`src/rtl/sobel_pkg.sv`:
```
// Shared definitions for the Sobel pixel streamer: FSM encoding and border pad value.
package sobel_pkg;

  typedef enum logic [1:0] {
    ST_IDLE  = 2'd0,
    ST_READ  = 2'd1,
    ST_DRAIN = 2'd2
  } stream_state_t;

  localparam int PAD_VALUE = 0;

endpackage

```
`src/rtl/sobel_stream_fifo.sv`:
```
// 2-entry pixel FIFO with occupancy count; simultaneous push and pop allowed.
// Latency: written data visible at head the cycle after push.
// Backpressure: caller must not push when full nor pop when empty.
module sobel_stream_fifo #(
  parameter int DATA_WIDTH = 8
) (
  input  logic                  clk,
  input  logic                  rst,
  input  logic                  push,
  input  logic [DATA_WIDTH-1:0] push_data,
  input  logic                  pop,
  output logic [DATA_WIDTH-1:0] head,
  output logic [1:0]            count
);

  logic [DATA_WIDTH-1:0] mem_q [2];
  logic                  wr_ptr_q;
  logic                  rd_ptr_q;
  logic [1:0]            count_q;

  always_ff @(posedge clk or negedge rst) begin
    if (!rst) begin
      mem_q[0] <= '0;
      mem_q[1] <= '0;
      wr_ptr_q <= 1'b0;
      rd_ptr_q <= 1'b0;
      count_q  <= 2'd0;
    end else begin
      if (push) begin
        mem_q[wr_ptr_q] <= push_data;
        wr_ptr_q        <= ~wr_ptr_q;
      end
      if (pop) begin
        rd_ptr_q <= ~rd_ptr_q;
      end
      case ({push, pop})
        2'b10:   count_q <= count_q + 2'd1;
        2'b01:   count_q <= count_q - 2'd1;
        default: count_q <= count_q;
      endcase
    end
  end

  assign head  = mem_q[rd_ptr_q];
  assign count = count_q;

endmodule

```
`src/rtl/sobel_pixel_streamer.sv`:
```
// Streams one frame from frame memory in raster order; SOBEL_STREAMER_PAD_EN adds a zero border.
// Latency: first pixel 2 cycles after start_i, then one per cycle while ready_i is high.
// Backpressure: at most 2 pixels in flight/buffered; data_o/we_o hold while ready_i is low.
module sobel_pixel_streamer
  import sobel_pkg::*;
#(
  parameter int ROWS       = 5,
  parameter int COLS       = 6,
  parameter int DATA_WIDTH = 8,
  parameter int ADDR_WIDTH = 5
) (
  input  logic                  clk,
  input  logic                  rst,
  input  logic                  start_i,
  input  logic                  ready_i,
  output logic                  mem_rd_o,
  output logic [ADDR_WIDTH-1:0] mem_addr_o,
  input  logic [DATA_WIDTH-1:0] mem_data_i,
  output logic                  we_o,
  output logic [DATA_WIDTH-1:0] data_o,
  output logic                  busy_o,
  output logic                  done_o
);

`ifdef SOBEL_STREAMER_PAD_EN
  localparam int OUT_ROWS = ROWS + 2;
  localparam int OUT_COLS = COLS + 2;
`else
  localparam int OUT_ROWS = ROWS;
  localparam int OUT_COLS = COLS;
`endif
  localparam int RW = $clog2(OUT_ROWS + 1);
  localparam int CW = $clog2(OUT_COLS + 1);

  stream_state_t         state_q, state_d;
  logic [RW-1:0]         row_q;
  logic [CW-1:0]         col_q;
  logic [ADDR_WIDTH-1:0] addr_q;
  logic                  infl_q;
  logic                  infl_pad_q;
  logic                  done_q;

  logic [DATA_WIDTH-1:0] fifo_head;
  logic [1:0]            fifo_count;
  logic [1:0]            occ;
  logic                  border;
  logic                  issue;
  logic                  last_col;
  logic                  last_slot;
  logic                  out_vld;
  logic                  xfer;
  logic                  last_xfer;
  logic [DATA_WIDTH-1:0] infl_dat;

  assign last_col  = (col_q == CW'(OUT_COLS - 1));
  assign last_slot = last_col && (row_q == RW'(OUT_ROWS - 1));

`ifdef SOBEL_STREAMER_PAD_EN
  assign border = (row_q == '0) || (row_q == RW'(OUT_ROWS - 1)) ||
                  (col_q == '0) || last_col;
`else
  assign border = 1'b0;
`endif

  // A slot is a memory read or an injected border pixel; both take one cycle to land.
  assign occ       = fifo_count + {1'b0, infl_q};
  assign issue     = (state_q == ST_READ) && (occ < 2'd2);
  assign out_vld   = infl_q || (fifo_count != 2'd0);
  assign xfer      = out_vld && ready_i;
  assign last_xfer = (state_q == ST_DRAIN) && xfer && (occ == 2'd1);
  assign infl_dat  = infl_pad_q ? DATA_WIDTH'(PAD_VALUE) : mem_data_i;

  always_comb begin
    state_d = state_q;
    case (state_q)
      ST_IDLE:  if (start_i && !done_q) state_d = ST_READ;
      ST_READ:  if (issue && last_slot) state_d = ST_DRAIN;
      ST_DRAIN: if (last_xfer)          state_d = ST_IDLE;
      default:  state_d = ST_IDLE;
    endcase
  end

  always_ff @(posedge clk or negedge rst) begin
    if (!rst) begin
      state_q    <= ST_IDLE;
      row_q      <= '0;
      col_q      <= '0;
      addr_q     <= '0;
      infl_q     <= 1'b0;
      infl_pad_q <= 1'b0;
      done_q     <= 1'b0;
    end else begin
      state_q    <= state_d;
      infl_q     <= issue;
      infl_pad_q <= issue && border;
      done_q     <= last_xfer;
      if (issue) begin
        if (last_col) begin
          col_q <= '0;
          row_q <= last_slot ? '0 : row_q + RW'(1);
        end else begin
          col_q <= col_q + CW'(1);
        end
        if (last_slot) begin
          addr_q <= '0;
        end else if (!border) begin
          addr_q <= addr_q + ADDR_WIDTH'(1);
        end
      end
    end
  end

  // Landing pixel bypasses the FIFO when it is empty and downstream takes it.
  sobel_stream_fifo #(
    .DATA_WIDTH(DATA_WIDTH)
  ) u_fifo (
    .clk       (clk),
    .rst       (rst),
    .push      (infl_q && !(ready_i && (fifo_count == 2'd0))),
    .push_data (infl_dat),
    .pop       (ready_i && (fifo_count != 2'd0)),
    .head      (fifo_head),
    .count     (fifo_count)
  );

  assign mem_rd_o   = issue && !border;
  assign mem_addr_o = mem_rd_o ? addr_q : '0;
  assign we_o       = out_vld;
  assign data_o     = (fifo_count != 2'd0) ? fifo_head :
                      infl_q               ? infl_dat  : '0;
  assign busy_o     = (state_q != ST_IDLE);
  assign done_o     = done_q;

endmodule

```
`config.mk`:
```
export PLATFORM = sky130hd
export DESIGN_NAME = sobel_pixel_streamer
export DESIGN_NICKNAME = d
export VERILOG_FILES = /design/src/rtl/sobel_pkg.sv /design/src/rtl/sobel_stream_fifo.sv /design/src/rtl/sobel_pixel_streamer.sv
export SDC_FILE = /design/constraint.sdc
export NUM_CORES = 1
export LEC_CHECK = 0
export CELL_PAD_IN_SITES_DETAIL_PLACEMENT = 1
export CELL_PAD_IN_SITES_GLOBAL_PLACEMENT = 1
export CORE_MARGIN = 5
export CORE_UTILIZATION = 35
export DETAILED_ROUTE_END_ITERATION = 8
export PLACE_DENSITY_LB_ADDON = 0.3
export SLEW_MARGIN = 20
export SYNTH_ARGS = -nofsm -noshare
export SYNTH_HDL_FRONTEND = slang
export SYNTH_SLANG_ARGS = --single-unit
```
`constraint.sdc`:
```
create_clock -name clk -period 2.6 [get_ports clk]
set_input_delay 0.52 -clock clk [delete_from_list [all_inputs] [get_ports clk]]
set_output_delay 0.52 -clock clk [all_outputs]
set_load 0.05 [all_outputs]
```
Word level (Yosys, flattened, before mapping)
Cells that the tools add are included.
{"block": "op_classes", "add_sub_neg": 6, "n_lt_le_gt_ge": 4, "n_eq_ne": 10, "mux": 17, "bitwise_logic": 4, "n_reduce_logical": 21}
{"cell": "$mux W8", "count": 6}
{"cell": "$bwmux W16", "count": 1}
{"cell": "$logic_and A1 B1 Y1", "count": 11}
{"cell": "$mux W5", "count": 2}
{"cell": "$demux W8 S1", "count": 1}
{"cell": "$add A3 B1 Y3 const B", "count": 2}
{"cell": "$eq A2 B1 Y1 const B", "count": 3}
{"cell": "$eq A3 B3 Y1 const B", "count": 2}
{"cell": "$mux W2", "count": 3}
{"cell": "$mux W3", "count": 2}
{"cell": "$pmux W2 S3", "count": 1}
{"cell": "$reduce_bool A2 Y1", "count": 3}
{"cell": "$add A5 B1 Y5 const B", "count": 1}
{"cell": "$eq A2 B2 Y1 const B", "count": 2}
{"cell": "$ge A2 B2 Y1 const B", "count": 2}
{"cell": "$logic_not A2 Y1", "count": 2}
{"cell": "$ne A2 B2 Y1 const B", "count": 2}
{"cell": "$not A1 Y2", "count": 2}
{"cell": "$pmux W2 S2", "count": 1}
{"cell": "$reduce_and A3 Y1", "count": 1}
{"cell": "$add A2 B1 Y2", "count": 1}
{"cell": "$add A2 B1 Y2 const B", "count": 1}
{"cell": "$logic_not A1 Y1", "count": 2}
{"cell": "$lt A2 B1 Y1 const B", "count": 1}
{"cell": "other kinds (6)", "count": 7}
{"block": "word_totals", "regBits": 35, "input_bits": 12, "out_inout_bits": 17, "word_cells": 73}

Longest topological paths before layout
{"block": "logic_depth", "ltp_word": 7, "mapped_depth": 7, "depth_no_buf": 6}

Modules after synthesis
From an unflattened synthesis, not the netlist that was laid out.
{"block": "unflattened", "cells_unflattened": 165, "hier_area_um2": 1813.0}
{"mod": "sobel_pixel_streamer", "n_inst": 1, "cells_each": 110, "area_per_inst_um2": 955.9, "seq_area_each_um2": 375.4}
{"mod": "sobel_stream_fifo", "n_inst": 1, "cells_each": 55, "area_per_inst_um2": 857.1, "seq_area_each_um2": 500.5}

Least setup slack after synthesis
Ideal clock, no wire load.
{"block": "synth_timing", "path_type": "register -> output", "from": "reg u_fifo.count_q[1], in the netlist u_fifo.count[1]", "to": "out data_o[0]", "arrival_ns": 1.840, "required_ns": 2.080, "setup_slack_ns": 0.240, "path_stages_with_launch": 4, "path_buffers": 1, "cell_sequence": "dfrtp_1 > nor2_4 > clkbuf_1 > o21ai_0"}
{"block": "synth_via", "elab_chain_cells": 2}
{"item": "start: declaration", "line": "sobel_stream_fifo.sv:19", "text": "logic [1:0] count_q;"}
{"item": "start signal: assignment", "line": "sobel_stream_fifo.sv:37", "text": "2'b10: count_q <= count_q + 2'd1;"}
{"item": "start signal: assignment", "line": "sobel_stream_fifo.sv:38", "text": "2'b01: count_q <= count_q - 2'd1;"}
{"item": "start signal: assignment", "line": "sobel_stream_fifo.sv:39", "text": "default: count_q <= count_q;"}
{"item": "$reduce_bool A2 Y1", "line": "sobel_pixel_streamer.sv:129", "text": "assign data_o = (fifo_count != 2'd0) ? fifo_head :"}
{"item": "$mux W8", "line": "sobel_pixel_streamer.sv:129"}
{"item": "end: declaration", "line": "sobel_pixel_streamer.sv:20", "text": "output logic [DATA_WIDTH-1:0] data_o,"}
No other way between the ends.

Worst setup path after layout
{"block": "layout_timing", "from": "reg u_fifo.count_q[1], in the netlist u_fifo.count[1]", "to": "out we_o"}
{"block": "layout_via", "elab_chain_cells": 2}
{"item": "$reduce_bool A2 Y1", "line": "sobel_pixel_streamer.sv:68", "text": "assign out_vld = infl_q || (fifo_count != 2'd0);"}
{"item": "$logic_or A1 B1 Y1", "line": "sobel_pixel_streamer.sv:68"}
{"item": "end: declaration", "line": "sobel_pixel_streamer.sv:19", "text": "output logic we_o,"}
No other way between the ends.

==> results.sh <==
export IMPL_result_of_the_run="completed"
export IMPL_layout_drive_gt1_share_pct=31.94
export IMPL_max_slew_worst_pin_slew_ps=536.8
export IMPL_initial_core_util_pct=35.78
export IMPL_synth_largest_area_cell="dfrtp_1"
export IMPL_startpoint="u_fifo.count[1]"
export IMPL_synth_top_flop_cell="dfrtp_1"
export IMPL_cell_variety_after_synth=44
export IMPL_critical_path_reg2reg_endpoint="u_fifo.count[1]"
export IMPL_cts_post_setup_buffers_inserted=0
export IMPL_grt_max_degree=36
export IMPL_post_synth_top_area_fraction_pct=48.54
export IMPL_critical_path_max_fanout=6
export IMPL_proportion_of_synthesized_chip_area_in_sequential_cells_pct=48.54
export IMPL_grt_overflow_total=0
export IMPL_whs_path_depth=1
export IMPL_dp_hpwl_um=2871
export IMPL_preCtsSetupSlack_ps=420.3
export IMPL_timing_rr_start="u_fifo.count[1]"
export IMPL_worstSetupPathType="register to primary output"
export IMPL_clk_latency_ps=280
export IMPL_skew_ps=3.479
export IMPL_drc_errors=0
export IMPL_grt_setup_unrepaired="no"
export IMPL_vias=1311
export IMPL_endpoint_kind="primary output"
export IMPL_min_path_type="register to register"
export IMPL_ioPinCount=29
export IMPL_min_delay_start="state_q[1]"
export IMPL_final_hold_violation_count=0
export IMPL_die_area_sq_um=6690
export IMPL_most_used_cells_in_the_layout_excluding_fill_and_tap_cells="dfrtp_1, mux2_2, clkdlybuf4s50_1, nand3_1, o21ai_0"
export IMPL_synth_xor_area_share_pct=2.913
export IMPL_yosys_warnings=0
export IMPL_root_buffer="clkbuf_8"
export IMPL_report_final_slew_viol_count=0
export IMPL_post_synth_main_area_contributors="dfrtp_1, mux2_2, mux2i_1"
export IMPL_number_of_antenna_violations_at_the_first_check_in_global_routing=0
export IMPL_worst_r2r_path_cells=5
export IMPL_antenna_violating_nets_post_route=0
export IMPL_cts_tree="done"
export IMPL_min_delay_worst_endpoint="state_q[0]"
export IMPL_io_buffers=28
export IMPL_wl_per_cell_um=15.49
export IMPL_synth_simple_area_share_pct=16.23
export IMPL_routability_congestion_estimate_from_global_placement=0.7998
export IMPL_net_count_reported_at_finish=207
export IMPL_main_combinational_cell_family_by_area_after_synthesis="simple AND/OR/NAND/NOR gates"
export IMPL_globalRouteTotalUtil_pct=13.76
export IMPL_finalCritPeriodShare_pct=95.44
export IMPL_floorplan_rows=26
export IMPL_grt_first_pass_wirelength_um=6955
export IMPL_max_cap_violations=0
export IMPL_vertical_die_dimension_um=81.80
export IMPL_fmax_mhz=403.0
export IMPL_syn_nets=174
export IMPL_r2r_setup_slack_ps=810
export IMPL_post_synth_fa_ha_maj_area_fraction_pct=3.467
export IMPL_clock_sinks=35
export IMPL_postCtsResizedCells=0
export IMPL_post_synth_inst_count=157
export IMPL_synth_mux_area_fraction_pct=15.67
export IMPL_syn_avg_cell_area_sq_um=11.49
export IMPL_core_area_sq_um=5042
export IMPL_syn_area_sq_um=1804
export IMPL_ctsHtreeMaxLevel=2
export IMPL_async_flop_share_pct=100.0
export IMPL_grt_pass1_vias=1439
export IMPL_fin_cells=261
export IMPL_cp_arrival_ps=1960
export IMPL_slew_headroom_pct=64.21
export IMPL_areaGrowthSynthToFinish_pct=29.27
export IMPL_clkSlewWorstSetupHoldPaths_ps=70
export IMPL_numCtsBuffers=5
export IMPL_die_x_um=81.80
export IMPL_final_period_minus_worst_setup_slack_ps=2481
export IMPL_n_antenna_cell=0
export IMPL_number_of_synthesized_flops_with_an_enable_pin=0
export IMPL_commonest_non_fill_non_tap_cell_in_the_layout="dfrtp_1"
export IMPL_placedCellCount=253
export IMPL_dr_pass1_iters=3
export IMPL_worst_setup_path_start_kind="register"
export IMPL_vias_cell=5.023
export IMPL_wl_um=4044
export IMPL_synth_ff_latch_count=35
export IMPL_layout_setup_ws_ps=118.6
export IMPL_fin_tns_setup_ps=0
export IMPL_critical_path_required_ps=2080
export IMPL_finalSetupViolations=0
export IMPL_synth_compound_area_share_pct=10.47
export IMPL_maximum_buffer_depth_of_the_clock_tree=2
export IMPL_drt_iter0_drc=55
export IMPL_holdBufCountCts=0
==> worst max-delay path, cell delays in order (launching register included) <==
cell	delay, ps
dfrtp_1	470
or3_2	490
clkdlybuf4s50_1	710
==> cells in the mapped netlist, types with 3 or more instances <==
| cell | number |
|---|---|
| nand2_1 | 8 |
| o21ai_0 | 12 |
| nor2b_1 | 3 |
| ha_1 | 5 |
| and2_2 | 5 |
| nor2_1 | 5 |
| nand3_1 | 13 |
| inv_1 | 4 |
| dfrtp_1 | 35 |
| mux2_2 | 17 |
| xnor2_1 | 4 |
| a21oi_1 | 3 |
| clkbuf_1 | 3 |
| mux2i_1 | 8 |
==> cell families after synthesis <==
logic type	count (synthesis)
buffers and inverters	10
AO/OA/AOI/OAI	27
AND/OR/NAND/NOR	48
flip-flops	35
XOR/XNOR	6
multiplexers	26
adder cells (fa/ha/maj)	5
==> cell type report <==
type,instances,area [sq um]
Inverter,5,21.27
Clock buffer,8,100.1
Fill cell,539,2710
Tap cell,70,87.58
Timing Repair Buffer,31,367.9
Multi-Input combinational cell,112,879.6
Sequential cell,35,875.8
==> layer usage <==
layer	up-vias	share of wire [%]	wire [um]	track usage, %
met5	-	0	0	0
li1	617	-	-	-
met4	0	1.4	57	4.983
met1	663	41	1675	15.44
met2	24	52	2118	24.47
met3	7	4.7	192	4.167
==> worst max-delay path by stage <==
stage	to	slack (ps)	cells after the start
4_1_cts	we_o	90	2
6_report	we_o	120	2
3_3_place_gp	we_o	460	2
3_5_place_dp	we_o	420	2
2_1_floorplan	data_o[0]	240	3
5_1_grt	we_o	70	2
==> state kept, by name, summed over array words and instances (netlist names) <==
name / count
col_q: 3
row_q: 3
u_fifo.wr_ptr_q: 1
done_o: 1
state_q: 2
u_fifo.count: 2
addr_q: 5
infl_q: 1
u_fifo.mem_q: 16
u_fifo.rd_ptr_q: 1
==> metrics by stage <==
stage | util (%) | area, sq um | hold WS [ps]
3_3_place_gp | 44.27 | 2232 | 467.4
2_1_floorplan | - | 1804 | 224.4
3_5_place_dp | 44.27 | 2232 | 472.3
5_1_grt | 46.25 | 2332 | 510.5
4_1_cts | 46.25 | 2332 | 499.1
6_report | 46.25 | 2332 | 490.4
Power is left out: the tool's default activity adds up to more than one toggle a clock period on the data nets, which glitch-free logic cannot reach.
